[src/rtl/controller_packetizer_if.sv]
// Byte-stream bus between the NES poll source, the packetizer and the downstream transmitter.
// The master side drives polls and the ready; the slave (packetizer) offers bytes.
interface controller_packetizer_if;
    logic       axiiv;
    logic [7:0] buttons_in;
    logic       axiov;
    logic [7:0] axiod;
    logic       axiready;

    modport master (output axiiv, buttons_in, axiready, input axiov, axiod);
    modport slave  (input axiiv, buttons_in, axiready, output axiov, axiod);
endinterface

[src/rtl/controller_packetizer.sv]
// Frames NES controller polls into 4-byte packets {SYNC, seq, data, sum} with change
// detection, a one-deep pending slot and a periodic heartbeat re-send of the last state.
module controller_packetizer #(
    parameter int         HEARTBEAT_CYCLES = 6_000_000,
    parameter logic [7:0] SYNC_BYTE        = 8'hA5
) (
    input  logic                          clk,
    input  logic                          rst,
    controller_packetizer_if.slave        bus,
    output logic                          busy,
    output logic [7:0]                    drop_count
);
    localparam int          HB_W   = $clog2(HEARTBEAT_CYCLES + 1);
    localparam logic [HB_W-1:0] HB_MAX = HB_W'(HEARTBEAT_CYCLES - 1);

    typedef enum logic [2:0] {
        IDLE,
        SEND_SYNC,
        SEND_SEQ,
        SEND_DATA,
        SEND_SUM
    } state_t;

    state_t          state;
    logic            axiov_r;
    logic [7:0]      axiod_r;
    logic [7:0]      seq;
    logic [7:0]      data_r;
    logic [7:0]      last_sent;
    logic            pending_v;
    logic [7:0]      pending;
    logic [HB_W-1:0] hb_cnt;

    logic            launch;
    logic [7:0]      launch_data;

    function automatic logic [7:0] sat_inc8(input logic [7:0] v);
        return (v == 8'hFF) ? v : v + 8'd1;
    endfunction

    function automatic logic [7:0] pkt_sum(input logic [7:0] s, input logic [7:0] d);
        return SYNC_BYTE + s + d;
    endfunction

    // Launch arbitration, only acted on in IDLE: fresh poll > pending slot > heartbeat.
    always_comb begin
        launch      = 1'b0;
        launch_data = last_sent;
        if (bus.axiiv) begin
            launch      = (bus.buttons_in != last_sent);
            launch_data = bus.buttons_in;
        end else if (pending_v) begin
            launch      = (pending != last_sent);
            launch_data = pending;
        end else if (hb_cnt == HB_MAX) begin
            launch      = 1'b1;
        end
    end

    always_ff @(posedge clk or posedge rst) begin
        if (rst) begin
            state      <= IDLE;
            axiov_r    <= 1'b0;
            axiod_r    <= 8'h00;
            seq        <= 8'h00;
            data_r     <= 8'h00;
            last_sent  <= 8'h00;
            pending_v  <= 1'b0;
            pending    <= 8'h00;
            drop_count <= 8'h00;
            hb_cnt     <= '0;
        end else begin
            // Polls arriving mid-packet park in the pending slot, overwriting any older one.
            if (state != IDLE && bus.axiiv) begin
                pending   <= bus.buttons_in;
                pending_v <= 1'b1;
                if (pending_v) drop_count <= sat_inc8(drop_count);
            end

            case (state)
                IDLE: begin
                    pending_v <= 1'b0;
                    if (hb_cnt != HB_MAX) hb_cnt <= hb_cnt + HB_W'(1);
                    if (launch) begin
                        state   <= SEND_SYNC;
                        axiov_r <= 1'b1;
                        axiod_r <= SYNC_BYTE;
                        data_r  <= launch_data;
                    end
                end
                SEND_SYNC: if (bus.axiready) begin
                    state   <= SEND_SEQ;
                    axiod_r <= seq;
                end
                SEND_SEQ: if (bus.axiready) begin
                    state   <= SEND_DATA;
                    axiod_r <= data_r;
                end
                SEND_DATA: if (bus.axiready) begin
                    state   <= SEND_SUM;
                    axiod_r <= pkt_sum(seq, data_r);
                end
                SEND_SUM: if (bus.axiready) begin
                    state     <= IDLE;
                    axiov_r   <= 1'b0;
                    axiod_r   <= 8'h00;
                    last_sent <= data_r;
                    seq       <= seq + 8'd1;
                    hb_cnt    <= '0;
                end
                default: begin
                    state   <= IDLE;
                    axiov_r <= 1'b0;
                end
            endcase
        end
    end

    assign bus.axiov = axiov_r;
    assign bus.axiod = axiod_r;
    assign busy      = (state != IDLE);
endmodule

[src/flat_wrapper.sv]
// flat-port wrapper written by rule: the top's interface ports become plain ports
module controller_packetizer_flat 
#(
    parameter int         HEARTBEAT_CYCLES = 6_000_000,
    parameter logic [7:0] SYNC_BYTE        = 8'hA5
)
  (clk, rst, busy, drop_count, bus_axiiv, bus_buttons_in, bus_axiready, bus_axiov, bus_axiod);
  controller_packetizer_if bus_i ();
  input  logic clk;
  input  logic rst;
  output logic busy;
  output logic [7:0] drop_count;
  input wire logic [$bits(bus_i.axiiv)-1:0] bus_axiiv;
  input wire logic [$bits(bus_i.buttons_in)-1:0] bus_buttons_in;
  input wire logic [$bits(bus_i.axiready)-1:0] bus_axiready;
  output wire logic [$bits(bus_i.axiov)-1:0] bus_axiov;
  output wire logic [$bits(bus_i.axiod)-1:0] bus_axiod;
  assign bus_i.axiiv = bus_axiiv;
  assign bus_i.buttons_in = bus_buttons_in;
  assign bus_i.axiready = bus_axiready;
  assign bus_axiov = bus_i.axiov;
  assign bus_axiod = bus_i.axiod;
  controller_packetizer #(.HEARTBEAT_CYCLES(HEARTBEAT_CYCLES), .SYNC_BYTE(SYNC_BYTE)) u_core (.clk(clk), .rst(rst), .bus(bus_i), .busy(busy), .drop_count(drop_count));
endmodule
[config.mk]
export PLATFORM = sky130hd
export DESIGN_NAME = controller_packetizer_flat
export DESIGN_NICKNAME = d
export VERILOG_FILES = /design/src/rtl/controller_packetizer_if.sv /design/src/rtl/controller_packetizer.sv /design/src/flat_wrapper.sv
export SDC_FILE = /design/constraint.sdc
export NUM_CORES = 1
export LEC_CHECK = 0
export ABC_AREA = 1
export ABC_CLOCK_PERIOD_IN_PS = 7500
export CORE_UTILIZATION = 31
export CTS_CLUSTER_DIAMETER = 80
export DETAILED_ROUTE_END_ITERATION = 8
export DONT_BUFFER_PORTS = 1
export HOLD_SLACK_MARGIN = 0.15
export SLEW_MARGIN = 0
export SYNTH_ARGS = -nofsm -noshare
export SYNTH_HDL_FRONTEND = slang
export SYNTH_SLANG_ARGS = --single-unit
[constraint.sdc]
create_clock -name clk -period 7.5 [get_ports clk]
set_input_delay 1.5 -clock clk [delete_from_list [all_inputs] [get_ports clk]]
set_output_delay 1.5 -clock clk [all_outputs]
set_load 0.05 [all_outputs]
## Word level (Yosys, flattened, before mapping)

Cells that the tools add are included.

- Register bits: 76
- Input port bits: 12
- Output and inout port bits: 18
- Logic and storage cells: 71

- Add/subtract/negate cells: 5
- Equality and inequality tests: 15
- Mux-type cells: 25
- Bitwise logic cells: 2
- Reductions and logical operators: 14

Operators by type and width:

| cell | number |
|---|---|
| two-way mux 8 bit | 7 |
| two-way mux 23 bit | 2 |
| case mux 23 bit (2 select lines) | 1 |
| case mux 8 bit (5 select lines) | 1 |
| adder 23 x 1 -> 23 bit, second input constant | 1 |
| == test 23 bit, second input constant | 1 |
| != test 23 bit, second input constant | 1 |
| adder 8 x 1 -> 8 bit, second input constant | 2 |
| != test 8 bit | 2 |
| two-way mux 3 bit | 5 |
| case mux 3 bit (5 select lines) | 1 |
| AND reduction 3 bit | 3 |
| adder 8 bit | 1 |
| adder 8 bit, first input constant | 1 |
| == test 8 bit, second input constant | 1 |
| != test 2 bit, second input constant | 4 |
| two-way mux 1 bit | 7 |
| == test 3 x 2 -> 1 bit, second input constant | 2 |
| AND reduction 6 bit | 1 |
| AND reduction 5 bit | 1 |
| nonzero test 5 bit | 1 |
| != test 2 x 1 -> 1 bit, second input constant | 2 |
| AND reduction 2 bit | 2 |
| nonzero test 2 bit | 2 |
| 8 further kinds | 9 |

## Longest topological paths before layout

- Depth in word-level cells: 6
- Mapped depth: 15
- Gate-level depth less buffers: 15

## Worst setup path after synthesis

Ideal clock, no wire load.

- Kind: input port to flip-flop
- From: input bus_axiiv
- To: register u_core.axiod_r[6] (netlist: u_core.bus.axiod[6])
- Data arrival time: 2.571 ns
- Required time: 7.380 ns
- Path slack: 4.808 ns
- Cell stages on the path: 9
- Path buffers: 1
- Cell sequence: buf_2 nor2_1 nand2_1 nand3_1 nand2_2 nand2_2 nand2_2 nand2_1 nand2_1

- Word-level cells in the longest chain between the ends: 3

RTL lines:

| element | RTL line | text |
|---|---|---|
| from (decl) | flat_wrapper.sv:13 | `input wire logic [$bits(bus_i.axiiv)-1:0] bus_axiiv;` |
| two-way mux 1 bit | controller_packetizer.sv:49 | `if (bus.axiiv) begin` |
| != test 2 x 1 -> 1 bit (no line) | -- |  |
| AND reduction 6 bit (no line) | -- |  |
| to (signal assigned) | controller_packetizer.sv:93 | `axiod_r <= seq;` |
| to (signal assigned) | controller_packetizer.sv:97 | `axiod_r <= data_r;` |
| to (signal assigned) | controller_packetizer.sv:101 | `axiod_r <= pkt_sum(seq, data_r);` |
| to (decl) | controller_packetizer.sv:26 | `logic [7:0] axiod_r;` |

No other way between the ends.
A chain may end at the register's enable or synchronous reset.

## Worst setup path after layout

- From: input bus_axiready
- To: register u_core.seq[6]

- Word-level cells in the longest chain between the ends: 1

RTL lines:

| element | RTL line | text |
|---|---|---|
| from (decl) | flat_wrapper.sv:15 | `input wire logic [$bits(bus_i.axiready)-1:0] bus_axiready;` |
| AND reduction 2 bit (no line) | -- |  |
| to (signal assigned) | controller_packetizer.sv:108 | `seq <= seq + 8'd1;` |
| to (decl) | controller_packetizer.sv:27 | `logic [7:0] seq;` |

No other way between the ends.

==> flow_summary.yaml <==
run:
  maxCapViolations: 0
pwr:
  leakagePower_nw: 2.38
  p_per_area_nw_per_um2: 403
  design_power_total_mw: 2.04
  ir_drop_v: 0.000147
floorplanning:
  core_um2: 14500
  die-width_um: 124
  dieArea_um2: 15400
  io_pins: 30
  die_h_um: 124
  initial_core_util_pct: 31.9
  rows: 44
cts:
  cts_num_sinks: 76
  postCtsSetupRepairBufs: 0
  ctsHtreeMaxLevel: 3
  clockRootBuffer: "clkbuf_16"
  cts_made_buffers: 9
  postCtsHoldBufs: 0
  cts_tree: "done"
  clk_pin_slew_ns: 0.06
  cts_resized: 0
  clockBufferDepth: 2
  clock_latency_ns: 0.35
placed_design:
  place_ws_ns: 4.39
  gp_congestion: 0.836
  numPortBuffers: 0
  dpl_cell_area_um2: 4800
  dpl.hpwl_mm: 7.91
drt:
  viasPerCell: 4.76
  firstDrtPassIters: 4
  drc: 0
  vias: 3774
  wirelength_mm: 10.7
  wl_per_cell_um: 13.5
  drtIter0Drc: 253
  ant_nets: 0
logic_synthesis:
  synth_top_cell_area_share_pct: 41.1
  synth_cells: 605
  postSynth.asyncResetShare_pct: 100
  ys.flop_type: "dfrtp_1"
  syn_nets: 634
  ys_seq_area_share_pct: 41.1
  avgSynthCellArea_um2: 7.66
  yosys.area.top_type: "dfrtp_1"
  netlist_area_um2: 4630
  synth_edf_count: 0
  synth.distinct_cells: 41
  ys_top_cells_by_area: "dfrtp_1 41%, nand2_1 13%, inv_1 6.5%"
  ys_warn_count: 0
  synth-seq-cells: 76
finish:
  fin_nets: 635
  final_cell_area_um2: 5060
  layout_commonest_cell: "nand2_1"
  area_delta_synth_final_pct: 9.32
  final.fill_count: 1552
  insertedDiodeCount: 0
  mostFrequentLayoutCells: "162 x nand2_1, 79 x inv_1, 76 x dfrtp_1"
  drive_above_1_share_pct: 8.37
global_route:
  grt-ovfl-total: 0
  antenna_found_initial: 0
  grt_util_all_layers_pct: 14.6
  grt_pass1_wl_mm: 18.0
  grt_max_degree: 77
  grt_pass1_vias: 3511
sta:
  relSlewSlack_pct: 35.4
  rsz0062_at_grt: "false"
  fin_ws_ns: 4.78
  hold_viol_final: 0
  timing.fmax_mhz: 368
  fin_tns_setup_ns: 0
  fin_crit_ns: 2.72
  clock_skew_ns: 0.00568
  setup_violations: 0
  slew_viol_final: 0
  worst_pin_slew_ns: 0.970
  period_share_pct: 36.3
critical_path:
  crit_path_start_kind: "input pin"
  required_ns: 7.73
  critPathLaunch: "bus_axiready"
  reg2reg_slack_ns: 5.11
  r2r_start: "u_core.state[0]$_DFFE_PP0P_"
  cp-end-kind: "register"
  crit_arrival_ns: 2.95
  crit_type: "input pin to register"
  critPathMaxFanout: 31
min_path:
  hp-start: "u_core.seq[7]$_DFFE_PP0P_"
  hp-class: "register to register"
status:
  status: "completed"
worst max-delay path, cell delays in order:
cell	delay, ns
nand2_1	0.53
nor4_1	0.59
nand3_1	0.15
xor2_1	0.17
flip-flops by register name (all words and copies together), names as in the netlist:
name,count
u_core.seq,8
u_core.drop_count,8
u_core.pending_v,1
u_core.hb_cnt,23
u_core.bus.axiod,8
u_core.bus.axiov,1
u_core.last_sent,8
u_core.state,3
u_core.data_r,8
u_core.pending,8
cell families (layout without fill, tap and decap cells):
logic type	count (synthesis)	after routing	synth area share (%)
buffers and inverters	105	109	9.10
AOI/OAI and AO/OA	86	86	10.3
xor gates and xnor gates	34	34	6.43
and+or+nand+nor	286	286	28.1
muxes	1	1	0.243
DFF	76	76	41.1
adders and majority gates	17	17	4.75
metal layers:
metal	routed length, um	vias up	global-route usage, %
met3	600	9	4.91
met2	4880	64	22.2
met1	5110	1732	19.7
met4	113	0	4.18
li1	-	1969	-
met5	0	-	0
final cells by class:
class | count | area, um^2 | area share (%)
Timing Repair Buffer | 1 | 7.51 | 0.148
Tap cell | 184 | 230 | 4.55
Clock buffer | 12 | 246 | 4.87
Multi-Input combinational cell | 424 | 2310 | 45.6
Clock inverter | 2 | 12.5 | 0.247
Inverter | 94 | 357 | 7.04
Sequential cell | 76 | 1900 | 37.6
report_power, final:
| group | switching [mW] | internal [mW] |
|---|---|---|
| registers | 0.284 | 0.555 |
| clock network | 0.163 | 0.229 |
| logic | 0.534 | 0.278 |
| total | 0.981 | 1.06 |
Yosys cell counts (3+ instances only):
| cell type | n |
|---|---|
| nand3_1 | 34 |
| nand4_1 | 15 |
| nor3_1 | 12 |
| nor2_1 | 35 |
| ha_1 | 16 |
| dfrtp_1 | 76 |
| xnor2_1 | 16 |
| inv_2 | 13 |
| o221ai_1 | 4 |
| xor2_1 | 18 |
| o21ai_1 | 23 |
| o22ai_1 | 4 |
| inv_1 | 80 |
| buf_2 | 5 |
| o31ai_1 | 5 |
| nor3_2 | 4 |
| nand2_4 | 3 |
| nor4_1 | 4 |
| nand2_1 | 162 |
| o21ai_0 | 29 |
| nand2_2 | 6 |
| a21oi_1 | 15 |
worst paths after layout:
check | endpoint | depth (start not counted)
max reg2reg | u_core.seq[6]$_DFFE_PP0P_ | 7
max | u_core.seq[6]$_DFFE_PP0P_ | 4
min reg2reg | u_core.seq[7]$_DFFE_PP0P_ | 1
min in group asynchronous | u_core.hb_cnt[22]$_DFFE_PP0P_ | 2
min | u_core.seq[7]$_DFFE_PP0P_ | 1
max in group asynchronous | u_core.pending[5]$_DFFE_PP0P_ | 2
stage by stage:
| stage | hold slack (ns) | util [%] | std cells |
|---|---|---|---|
| 2_1_floorplan | 0.442 | - | 605 |
| 3_3_place_gp | 0.466 | 33.1 | 779 |
| 3_5_place_dp | 0.478 | 33.1 | 779 |
| 4_1_cts | 0.485 | 34.8 | 793 |
| 5_1_grt | 0.514 | 34.8 | 793 |
| 6_report | 0.486 | 34.8 | 793 |
Note: power is estimated with default switching activity, not from simulation.
